### config.mk
export PLATFORM = sky130hd
export DESIGN_NAME = fft_frame_loader
export DESIGN_NICKNAME = d
export VERILOG_FILES = /design/src/rtl/fft_frame_loader.sv
export SDC_FILE = /design/constraint.sdc
export NUM_CORES = 1
export LEC_CHECK = 0
export ABC_AREA = 0
export CAP_MARGIN = 40
export CORE_UTILIZATION = 40
export DETAILED_ROUTE_END_ITERATION = 6
export PLACE_DENSITY = 0.7
export SYNTH_ARGS = -nofsm -noshare
export SYNTH_HDL_FRONTEND = slang
export SYNTH_SLANG_ARGS = --single-unit
### constraint.sdc
create_clock -name clk -period 18.1 [get_ports clk]
set_input_delay 3.62 -clock clk [delete_from_list [all_inputs] [get_ports clk]]
set_output_delay 3.62 -clock clk [all_outputs]
set_load 0.02 [all_outputs]
### src/rtl/fft_frame_loader.sv
// Collects complex samples into a shadow buffer and launches whole frames to the
// FFT butterfly core, one frame in flight while the next one fills.
module fft_frame_loader #(
    parameter int N_POINTS       = 8,
    parameter int TIMEOUT_CYCLES = 64
) (
    input  logic         clk,
    input  logic         rst,
    input  logic         s_valid,
    output logic         s_ready,
    input  logic [15:0]  s_real,
    input  logic [15:0]  s_imag,
    output logic [255:0] frame_real,
    output logic [255:0] frame_imag,
    output logic         new_input_flag,
    input  logic         fft_ready_flag,
    output logic [15:0]  frame_count,
    output logic         timeout_err
);

    localparam int IDX_W  = $clog2(N_POINTS);
    localparam int WAIT_W = (TIMEOUT_CYCLES > 2) ? $clog2(TIMEOUT_CYCLES) : 1;
    localparam logic [IDX_W-1:0]  LAST_IDX  = IDX_W'(N_POINTS - 1);
    localparam logic [WAIT_W-1:0] WAIT_LAST = WAIT_W'(TIMEOUT_CYCLES - 1);

    typedef enum logic {
        ST_READY = 1'b0,
        ST_BUSY  = 1'b1
    } state_t;

    state_t            state_q, state_d;
    logic [IDX_W-1:0]  wr_idx_q, wr_idx_d;
    logic              shadow_full_q, shadow_full_d;
    logic [15:0]       shadow_real_q [N_POINTS];
    logic [15:0]       shadow_real_d [N_POINTS];
    logic [15:0]       shadow_imag_q [N_POINTS];
    logic [15:0]       shadow_imag_d [N_POINTS];
    logic [15:0]       frame_real_q  [N_POINTS];
    logic [15:0]       frame_real_d  [N_POINTS];
    logic [15:0]       frame_imag_q  [N_POINTS];
    logic [15:0]       frame_imag_d  [N_POINTS];
    logic              toggle_q, toggle_d;
    logic [15:0]       count_q, count_d;
    logic              err_q, err_d;
    logic [WAIT_W-1:0] wait_q, wait_d;
    logic              fft_rdy_q, fft_rdy_d;

    logic accept;
    logic fft_rise;

    always_comb begin
        state_d       = state_q;
        wr_idx_d      = wr_idx_q;
        shadow_full_d = shadow_full_q;
        shadow_real_d = shadow_real_q;
        shadow_imag_d = shadow_imag_q;
        frame_real_d  = frame_real_q;
        frame_imag_d  = frame_imag_q;
        toggle_d      = toggle_q;
        count_d       = count_q;
        err_d         = err_q;
        wait_d        = wait_q;
        fft_rdy_d     = fft_ready_flag;

        accept   = s_valid && !shadow_full_q;
        fft_rise = fft_ready_flag && !fft_rdy_q;

        // Filling is independent of the launch FSM; a full shadow simply stalls upstream.
        if (accept) begin
            shadow_real_d[wr_idx_q] = s_real;
            shadow_imag_d[wr_idx_q] = s_imag;
            if (wr_idx_q == LAST_IDX) begin
                wr_idx_d      = '0;
                shadow_full_d = 1'b1;
            end else begin
                wr_idx_d = wr_idx_q + IDX_W'(1);
            end
        end

        case (state_q)
            ST_READY: begin
                if (shadow_full_q) begin
                    state_d       = ST_BUSY;
                    frame_real_d  = shadow_real_q;
                    frame_imag_d  = shadow_imag_q;
                    toggle_d      = ~toggle_q;
                    count_d       = count_q + 16'd1;
                    shadow_full_d = 1'b0;
                    wait_d        = '0;
                end
            end
            ST_BUSY: begin
                // A result arriving on the last wait cycle wins over the timeout.
                if (fft_rise) begin
                    state_d = ST_READY;
                end else if (wait_q == WAIT_LAST) begin
                    state_d = ST_READY;
                    err_d   = 1'b1;
                end else begin
                    wait_d = wait_q + WAIT_W'(1);
                end
            end
            default: state_d = ST_READY;
        endcase
    end

    always_ff @(posedge clk or posedge rst) begin
        if (rst) begin
            state_q       <= ST_READY;
            wr_idx_q      <= '0;
            shadow_full_q <= 1'b0;
            toggle_q      <= 1'b0;
            count_q       <= '0;
            err_q         <= 1'b0;
            wait_q        <= '0;
            fft_rdy_q     <= 1'b0;
            for (int k = 0; k < N_POINTS; k++) begin
                shadow_real_q[k] <= '0;
                shadow_imag_q[k] <= '0;
                frame_real_q[k]  <= '0;
                frame_imag_q[k]  <= '0;
            end
        end else begin
            state_q       <= state_d;
            wr_idx_q      <= wr_idx_d;
            shadow_full_q <= shadow_full_d;
            toggle_q      <= toggle_d;
            count_q       <= count_d;
            err_q         <= err_d;
            wait_q        <= wait_d;
            fft_rdy_q     <= fft_rdy_d;
            shadow_real_q <= shadow_real_d;
            shadow_imag_q <= shadow_imag_d;
            frame_real_q  <= frame_real_d;
            frame_imag_q  <= frame_imag_d;
        end
    end

    // Unused upper words of the 16-point bus are tied to zero.
    always_comb begin
        frame_real = '0;
        frame_imag = '0;
        for (int k = 0; k < N_POINTS; k++) begin
            frame_real[16*k +: 16] = frame_real_q[k];
            frame_imag[16*k +: 16] = frame_imag_q[k];
        end
    end

    assign s_ready        = ~shadow_full_q;
    assign new_input_flag = toggle_q;
    assign frame_count    = count_q;
    assign timeout_err    = err_q;

endmodule
Word level (Yosys, flattened, before mapping)
Cells that the tools add are included.

Bits in registers: 542. Input bits: 36. Logic and storage cells: 80.

Add/subtract/negate cells: 3. Magnitude comparators: 2. Eq/ne operators: 5. Muxes and demuxes: 17. Bitwise operators: 5. Reductions and logical operators: 8.

Operators by type and width (number): $bwmux W128 (2); $demux W16 S3 (1); $mux W6 (3); $add A16 B1 Y16 const B (1); $mux W16 (1); $pmux W6 S2 (1); $mux W1 (7); $add A6 B1 Y6 const B (1); $eq A6 B6 Y1 const B (1); $ne A2 B2 Y1 const B (3); $reduce_and A3 Y1 (2); $ge A4 B4 Y1 const B (1); $lt A4 B1 Y1 const B (1); $not A1 Y1 (4); $not A3 Y4 (1); $add A3 B1 Y3 const B (1); $eq A3 B3 Y1 const B (1); $logic_and A1 B1 Y1 (3); $mux W3 (1); $logic_not A1 Y1 (2); $pmux W1 S2 (1); $reduce_and A2 Y1 (1).

Logic depth before layout (Yosys ltp)
Gate-level depths: netlist (run 1).

Depth after elaboration: 6. Gate-level depth with buffers: 6. Gate-level depth less buffers: 5.

Least setup slack after synthesis (run 1)
OpenSTA, ideal clock, no wires.

Path kind: input -> register. Start: input port s_valid. End: register shadow_real_q[21] (netlist bit). Setup time: 0.125 ns. Data arrival time: 4.618 ns. Required time: 17.975 ns. Path slack: 13.357 ns. Stages on the path: 4. Cell sequence: nand2b_1 nor3_2 buf_2 mux2_2.

Word-level cells in the longest chain between the ends: 1.

RTL lines: start: declaration (line 9) `input logic s_valid,`; $logic_and A1 B1 Y1 (line 65) `accept = s_valid && !shadow_full_q;`; end signal: assignment (line 132) `shadow_real_q <= shadow_real_d;`; end: declaration (line 34) `logic [15:0] shadow_real_q [N_POINTS];`.

Every way passes these cells. A chain may end at the register's enable or synchronous reset.

==> impl_metrics.py, run 1 <==
metrics = {
    "status": {
        "status": "finished, final reports clean",
    },
    "layout": {
        "n_antenna_cell": 0,
        "final_common_cell": "nand2_1",
        "final_cell_mix": "nand2_1 (783), dfrtp_1 (542), clkdlybuf4s50_1 (310)",
        "area_delta_synth_final_pct": 22.2,
        "finalNonFillerCells": 3110,
        "nets": 2355,
        "drive_above_1_share": 0.152,
        "utilization": 0.495,
    },
    "die": {
        "die_height_um": 238,
        "rows": 86,
        "die_area_um2": 56700,
        "die_x_um": 238,
        "start_util": 0.405,
        "core-area_um2": 55100,
        "pin_count": 567,
    },
    "power": {
        "leakagePower_nw": 13.3,
        "vdd_drop_max_uv": 109,
        "power_density_nw_per_um2": 184,
    },
    "clock_network": {
        "cts_made_buffers": 56,
        "cts_sinks": 542,
        "cts_setup_buffers": 0,
        "htreeDepth": 2,
        "clkLatencyLatePin_ps": 600,
        "clk_path_buf_depth": 3,
        "clk_pin_slew_ps": 60,
        "cts_tree": "yes",
        "cts-resized-gates": 0,
        "postCtsHoldBufs": 0,
        "root_buffer": "clkbuf_16",
    },
    "sta": {
        "post-route-period-util": 0.344,
        "tightest_slew_ps": 1160,
        "finClkSkew_ps": 16.0,
        "grt_setup_unrepaired": "false",
        "relSlewSlack": 0.226,
        "setup_viol": 0,
        "final-max-slew-violation-count": 0,
        "setup-tns-final_ps": 0,
        "min_period_ps": 6230,
        "final_hold_viol_count": 0,
        "clock.fmax_ghz": 0.161,
    },
    "worst_setup_path": {
        "critPathCapture": "frame_real[72]",
        "worstSetupEndpointType": "asynchronous set/reset pin",
        "cp_data_arrival_time_ps": 6890,
        "r2r_cells": 6,
        "worstSetupStartpointType": "input pin",
        "ff2ff_setup_slack_ps": 15330,
        "r2r_end": "frame_count[1]",
        "crit_type": "input pin to asynchronous set/reset pin",
        "crit_start": "rst",
        "crit_required_ps": 18760,
        "path_max_fanout": 179,
        "r2r_start": "state_q",
    },
    "placement": {
        "place.gp.congestion": 0.837,
        "dp.cells": 3005,
        "portBuffers": 310,
        "hpwl_mm": 36.2,
    },
    "drt": {
        "vias": 14412,
        "drc_errors": 0,
        "wirelength_mm": 54.5,
        "drt-pass1-iter-count": 5,
        "ant_nets": 0,
        "viasPerCell": 4.63,
        "drt_iter0_markers": 922,
        "wl_per_cell_um": 17.5,
    },
    "worst_hold_path": {
        "hp-class": "register to register",
    },
    "yosys": {
        "synth.distinct_cells": 31,
        "netlist_area_um2": 22300,
        "synth_seq_cells": 542,
        "syn_avg_cell_area_um2": 11.1,
        "synth-seq-area-share": 0.608,
        "netlist_instances": 2009,
        "yosysWarnings": 0,
    },
    "job": {
        "cap_violations": 0,
    },
    "global_route": {
        "gr-total-overflow": 0,
        "grt_pass1_wl_mm": 83.3,
        "grt_max_degree": 191,
        "grt_pass1_vias": 14227,
        "grt_antenna_before_repair": 2,
        "track_usage": 0.190,
    },
}
[flip-flops by register name, indices dropped and copies added, names as in the netlist]
name            cells
shadow_imag_q     128
frame_real        128
shadow_real_q     128
state_q             1
fft_rdy_q           1
frame_imag        128
wait_q              6
frame_count        16
shadow_full_q       1
new_input_flag      1
timeout_err         1
wr_idx_q            3
[synth_stat cells, drive strengths merged]
| master | count | area, um2 |
|---|---|---|
| nand2 | 784 | 2940 |
| dfrtp | 542 | 13600 |
| buf | 291 | 2120 |
| mux2 | 257 | 2890 |
| clkbuf | 50 | 188 |
| xnor2 | 13 | 114 |
| nand3 | 8 | 40.0 |
| nand4 | 7 | 43.8 |
| nor2 | 7 | 26.3 |
| and3 | 5 | 31.3 |
| o21ai | 5 | 25.0 |
| ha | 4 | 50.1 |
| nand2b | 4 | 25.0 |
| nor3 | 4 | 25.0 |
| a21oi | 3 | 15.0 |
| and4 | 3 | 26.3 |
| inv | 3 | 11.3 |
| nand3b | 3 | 22.5 |
| o211ai | 3 | 22.5 |
| xor2 | 3 | 26.3 |
| mux2i | 2 | 20.0 |
| nor2b | 2 | 12.5 |
| nor3b | 2 | 25.0 |
| a21o | 1 | 7.51 |
| a31o | 1 | 8.76 |
| a31oi | 1 | 6.26 |
| conb | 1 | 3.75 |
[layer usage]
metal  vias up  global-route usage  wire [um]
met1      7311               0.245      22500
met2       529               0.323      27300
li1       6497                   -          -
met5         -                   0         11
met4         2              0.0552       1310
met3        73              0.0410       3440
[area by class of cell]
cell class	instances	area, um2
clock buffers	77	1570
inverters	3	15.0
multi-input cells	1378	7410
flip-flops and latches	542	13600
clock inverters	28	333
fillers	4897	27800
repair buffers	334	3410
well taps	748	936
[worst max-delay path, stage by stage]
cell and delay, ps:
clkdlybuf4s50_1 450, clkinvlp_4 490, buf_4 640, buf_12 640, buf_4 710
[cells by family (layout without fill, tap and decap cells)]
| group | Yosys count | in the layout | synth area share |
|---|---|---|---|
| AO/OA/AOI/OAI | 14 | 14 | 0.00382 |
| XOR/XNOR | 16 | 16 | 0.00629 |
| adder cells (fa/ha/maj) | 4 | 4 | 0.00225 |
| buffers and inverters | 344 | 442 | 0.104 |
| flip-flops | 542 | 542 | 0.608 |
| multiplexers | 259 | 259 | 0.131 |
| other | 1 | 256 | 0.000168 |
| AND/OR/NAND/NOR | 829 | 829 | 0.144 |
[metrics by stage]
stage / setup WS [ps] / hold slack [ps] / total power [mW] / area (um2)
2_1_floorplan: 7110 / 432 / 3.08 / 23300
3_3_place_gp: 11280 / 441 / 3.78 / 25200
3_5_place_dp: 11160 / 448 / 3.85 / 25300
4_1_cts: 11820 / 457 / 5.06 / 27200
5_1_grt: 11440 / 476 / 5.29 / 27200
6_report: 11870 / 461 / 5.01 / 27200
[how the worst min path moves through the flow]
stage                           endpoint  slack (ps)  cells past startpoint                from
after floorplan           frame_imag[81]         430                      2   shadow_imag_q[33]
after global placement    frame_real[22]         440                      2  shadow_real_q[102]
after detailed placement  frame_real[22]         450                      2  shadow_real_q[102]
after CTS                 frame_imag[10]         460                      2  shadow_imag_q[122]
after global routing       frame_real[9]         480                      2  shadow_real_q[121]
final                     frame_imag[10]         460                      2  shadow_imag_q[122]
[where the power goes]
group	internal [mW]	switching (mW)
clock network	0.696	0.483
logic	0.824	0.893
registers	1.76	0.346
total	3.28	1.72
(Power assumes the default switching activity.)
==> run 2: changes to the inputs <==
Settings changed: PLACE_DENSITY 0.7 to 0.67.
Clock period 18.1 ns to 6.5 ns, I/O delays scaled along.
==> impl_metrics.py, run 2 (synthesized netlist as in run 1, its figures left out) <==
metrics = {
    "drt": {
        "drt_iter0_markers": 817,
        "wirelength_mm": 54.2,
        "drt-pass1-iter-count": 4,
        "ant_nets": 0,
        "vias": 14124,
        "viasPerCell": 4.56,
        "drc_errors": 0,
        "wl_per_cell_um": 17.5,
    },
    "worst_setup_path": {
        "path_max_fanout": 6,
        "crit_type": "register to output port",
        "crit_family": "buffers and inverters",
        "crit_required_ps": 5200,
        "cpMaxStageDelayCell": "clkdlybuf4s50_1",
        "worstSetupEndpointType": "output port",
        "worstSetupStartpointType": "register",
        "worstPathCellList": "inv_1 > clkdlybuf4s50_1",
        "cp_data_arrival_time_ps": 1940,
        "cpPeakStageDelay_ps": 670,
        "path_buf_inv": 2,
    },
    "clock_network": {
        "clk_path_buf_depth": 3,
        "clkLatencyLatePin_ps": 610,
        "htreeDepth": 2,
        "cts-resized-gates": 0,
        "clk_pin_slew_ps": 60,
        "cts_sinks": 542,
        "cts_made_buffers": 54,
        "cts_tree": "yes",
        "postCtsHoldBufs": 0,
        "root_buffer": "clkbuf_16",
        "cts_setup_buffers": 0,
    },
    "layout": {
        "finalNonFillerCells": 3099,
        "final_common_cell": "nand2_1",
        "area_delta_synth_final_pct": 21.2,
        "n_antenna_cell": 0,
        "drive_above_1_share": 0.147,
        "nets": 2351,
        "final_cell_mix": "nand2_1 (783), dfrtp_1 (542), clkdlybuf4s50_1 (310)",
    },
    "sta": {
        "tightest_slew_ps": 1030,
        "finClkSkew_ps": 17.3,
        "post-route-period-util": 0.498,
        "relSlewSlack": 0.312,
        "grt_setup_unrepaired": "false",
        "min_period_ps": 3240,
        "final-max-slew-violation-count": 0,
        "clock.fmax_ghz": 0.309,
        "setup_viol": 0,
        "final_hold_viol_count": 0,
    },
    "global_route": {
        "gr-total-overflow": 0,
        "grt_pass1_vias": 13999,
        "grt_max_degree": 174,
        "track_usage": 0.190,
        "grt_pass1_wl_mm": 82.7,
        "grt_antenna_before_repair": 0,
    },
    "die": {
        "die_height_um": 238,
        "start_util": 0.405,
        "die_x_um": 238,
        "core-area_um2": 55100,
        "pin_count": 567,
        "die_area_um2": 56700,
        "rows": 86,
    },
    "placement": {
        "dp.cells": 3003,
        "portBuffers": 310,
        "hpwl_mm": 36.1,
        "place.gp.congestion": 0.820,
    },
    "job": {
        "cap_violations": 0,
    },
    "power": {
        "power_density_nw_per_um2": 506,
        "vdd_drop_max_uv": 297,
        "leakagePower_nw": 13.2,
        "power_mw": 13.7,
    },
    "status": {
        "status": "finished, final reports clean",
    },
    "worst_hold_path": {
        "hp-class": "register to register",
    },
}
==> run 2: metrics by stage <==
step / worst slack (ps) / instance area [um2] / util / hold slack (ps) / TNS, ps
floorplan: -2170 / 23300 / - / 432 / -1177200
global placement: 2890 / 25200 / 0.457 / 443 / 0
detailed placement: 2930 / 25300 / 0.459 / 448 / 0
CTS: 3210 / 27000 / 0.490 / 456 / 0
global route: 3200 / 27000 / 0.490 / 483 / 0
finish: 3260 / 27000 / 0.490 / 452 / 0
==> run 2: cell type report <==
type                    instances  area [um2]
clock buffers                  84        1620
clock inverters                12         113
fillers                      5012       28100
inverters                       3        15.0
multi-input cells            1378        7410
flip-flops and latches        542       13600
well taps                     748         936
repair buffers                332        3370
==> run 2: worst reg2reg max path, delay by kind of cell (launching register included) <==
kind,cells,cell delay [ps]
buffers and inverters,2,730
multiplexers,1,440
AND/OR/NAND/NOR,2,580
flip-flops,1,450
==> run 2: metal layers <==
metal	track usage	up-vias	routed length, um
met3	0.0448	86	3250
li1	-	6484	-
met2	0.316	420	26700
met1	0.248	7134	23000
met5	0	-	0
met4	0.0540	0	1260
==> run 2: path summary, 6_finish.rpt <==
kind | start | to | slack [ps] | cells after the start
max | shadow_full_q | s_ready | 3260 | 2
min | shadow_imag_q[15] | frame_imag[127] | 450 | 2
max reg2reg | shadow_full_q | shadow_imag_q[75] | 4190 | 5
min reg2reg | shadow_imag_q[15] | frame_imag[127] | 450 | 2
max in group asynchronous | rst | frame_real[118] | 3920 | 3
min in group asynchronous | rst | frame_imag[16] | 1170 | 2
==> run 2: power breakdown <==
group,switching [mW],internal [mW],total [mW],leakage (nW)
clock,1.29,1.74,3.04,0.847
sequential,0.919,4.91,5.83,6.79
combinational,2.50,2.29,4.80,5.58
total,4.72,8.95,13.7,13.2
==> run 3: changes to the inputs <==
Clock period 6.5 ns to 3.33 ns, I/O delays scaled along.
==> impl_metrics.py, run 3 (synthesized netlist as in run 1, its figures left out) <==
metrics = {
    "power": {
        "leakagePower_nw": 13.4,
        "seqPwrFrac": 0.423,
        "swShare": 0.342,
        "p_clk_frac": 0.232,
        "p_sw_mw": 9.26,
        "power_density_nw_per_um2": 989,
        "vdd_drop_max_uv": 548,
        "p_int_mw": 17.8,
        "combPwrFrac": 0.346,
    },
    "job": {
        "cap_violations": 0,
    },
    "drt": {
        "viasPerCell": 4.57,
        "vias": 14269,
        "drc_errors": 0,
        "wl_per_cell_um": 17.5,
        "ant_nets": 0,
        "drt_iter0_markers": 836,
        "drt-pass1-iter-count": 5,
        "wirelength_mm": 54.6,
    },
    "layout": {
        "final_common_cell": "nand2_1",
        "utilization": 0.497,
        "nets": 2367,
        "final_cell_mix": "nand2_1 (783), dfrtp_1 (542), clkdlybuf4s50_1 (310)",
        "area_delta_synth_final_pct": 22.9,
        "fillers": 4922,
        "drive_above_1_share": 0.155,
    },
    "clock_network": {
        "cts_made_buffers": 55,
        "cts-resized-gates": 0,
        "cts_tree": "yes",
        "htreeDepth": 2,
        "clk_pin_slew_ps": 60,
        "postCtsHoldBufs": 0,
        "cts_sinks": 542,
        "clkLatencyLatePin_ps": 600,
        "root_buffer": "clkbuf_16",
        "clk_path_buf_depth": 3,
        "cts_setup_buffers": 0,
    },
    "die": {
        "die_area_um2": 56700,
        "core-area_um2": 55100,
        "pin_count": 567,
        "start_util": 0.405,
        "rows": 86,
        "die_x_um": 238,
        "die_height_um": 238,
    },
    "worst_hold_path": {
        "hp-class": "register to register",
    },
    "placement": {
        "hpwl_mm": 36.8,
        "place.gp.congestion": 0.826,
        "portBuffers": 310,
        "place_ws_ps": 665,
    },
    "worst_setup_path": {
        "ff2ff_setup_slack_ps": 1210,
        "r2r_end": "shadow_imag_q[73]",
        "crit_type": "register to output port",
        "path_max_fanout": 6,
        "worstPathCellList": "inv_1 > clkdlybuf4s50_1",
        "worstSetupEndpointType": "output port",
        "crit_start": "shadow_full_q",
        "crit_required_ps": 2660,
        "cp_num_cells": 2,
        "critPathCapture": "s_ready",
        "r2r_cells": 5,
        "crit_family": "buffers and inverters",
        "cpMaxStageDelayCell": "clkdlybuf4s50_1",
        "path_buf_inv": 2,
        "worstSetupStartpointType": "register",
        "r2r_start": "shadow_full_q",
        "cpPeakStageDelay_ps": 650,
        "cp_data_arrival_time_ps": 1900,
    },
    "global_route": {
        "track_usage": 0.192,
        "gr-total-overflow": 0,
        "grt_antenna_before_repair": 1,
        "grt_pass1_vias": 14365,
        "grt_max_degree": 126,
        "grt_pass1_wl_mm": 83.7,
    },
    "status": {
        "status": "finished, final reports clean",
    },
    "sta": {
        "post-route-period-util": 0.772,
        "final-max-slew-violation-count": 0,
        "setup_viol": 0,
        "tightest_slew_ps": 753,
        "grt_setup_unrepaired": "false",
        "min_period_ps": 2570,
        "final_hold_viol_count": 0,
        "clock.fmax_ghz": 0.389,
        "fin_ws_ps": 759,
        "relSlewSlack": 0.496,
        "finClkSkew_ps": 13.0,
        "worst_hold_slack_ps": 459,
    },
}
[run 3: cell count changes in the layout (fill, tap and decap cells not counted)]
cell	previous run	this run
buf_12	4	16
buf_16	2	0
buf_4	15	19
clkinv_2	6	9
bufinv_16	1	4
clkbuf_16	55	57
diode_2	0	2
clkinv_4	0	1
clkinvlp_4	3	4
clkbuf_1	16	13
buf_8	1	2
inv_6	2	1
clkbuf_8	13	12
[run 3: worst min-delay path by stage]
stage                                end  cells after the start          startpoint  slack [ps]
final                     frame_imag[58]                      2   shadow_imag_q[74]         460
after global routing      frame_imag[14]                      2                 rst         480
after CTS                 frame_real[48]                      2   shadow_real_q[64]         460
after detailed placement  frame_real[28]                      2  shadow_real_q[108]         450
after global placement    frame_imag[32]                      2   shadow_imag_q[80]         440
after floorplan           frame_imag[81]                      2   shadow_imag_q[33]         430
[run 3: layout make-up]
type / instances / area [um2] / area share
Tap cell: 748 / 936 / 0.0342
Multi-Input combinational cell: 1378 / 7410 / 0.271
Sequential cell: 542 / 13600 / 0.495
Inverter: 3 / 15.0 / 0.000548
Antenna cell: 2 / 5.00 / 0.000183
Clock inverter: 19 / 225 / 0.00822
Timing Repair Buffer: 347 / 3600 / 0.131
Clock buffer: 82 / 1640 / 0.0599
[run 3: metrics by stage]
| step | TNS, ps | instance area, um2 | power [mW] | std cells |
|---|---|---|---|---|
| finish | 0 | 27400 | 27.1 | 3121 |
| floorplan | -2551710 | 23300 | 16.8 | 2264 |
| global route | 0 | 27400 | 28.6 | 3119 |
| global placement | 0 | 25500 | 20.6 | 3016 |
| detailed placement | 0 | 25500 | 21.0 | 3018 |
| CTS | 0 | 27400 | 27.4 | 3119 |
[run 3: metal layers]
layer	vias up	share of wire	global-route usage
li1	6525	-	-
met1	7189	0.43	0.254
met2	459	0.48	0.313
met3	96	0.051	0.0326
met4	0	0.034	0.0804
met5	-	0	0
[run 3: power by group through the flow]
stage                     logic, mW  registers [mW]  clock network (mW)
after floorplan                4.11            12.7                   0
after global routing           10.1            11.8                6.69
after global placement         9.18            11.4                   0
after CTS                      9.49            11.5                6.42
after detailed placement       9.45            11.5                   0
final                          9.37            11.5                6.28
[run 3: worst min-delay path, stage by stage (launching register included)]
cell	delay, ps
dfrtp_1	340
nand2_1	50
nand2_1	50
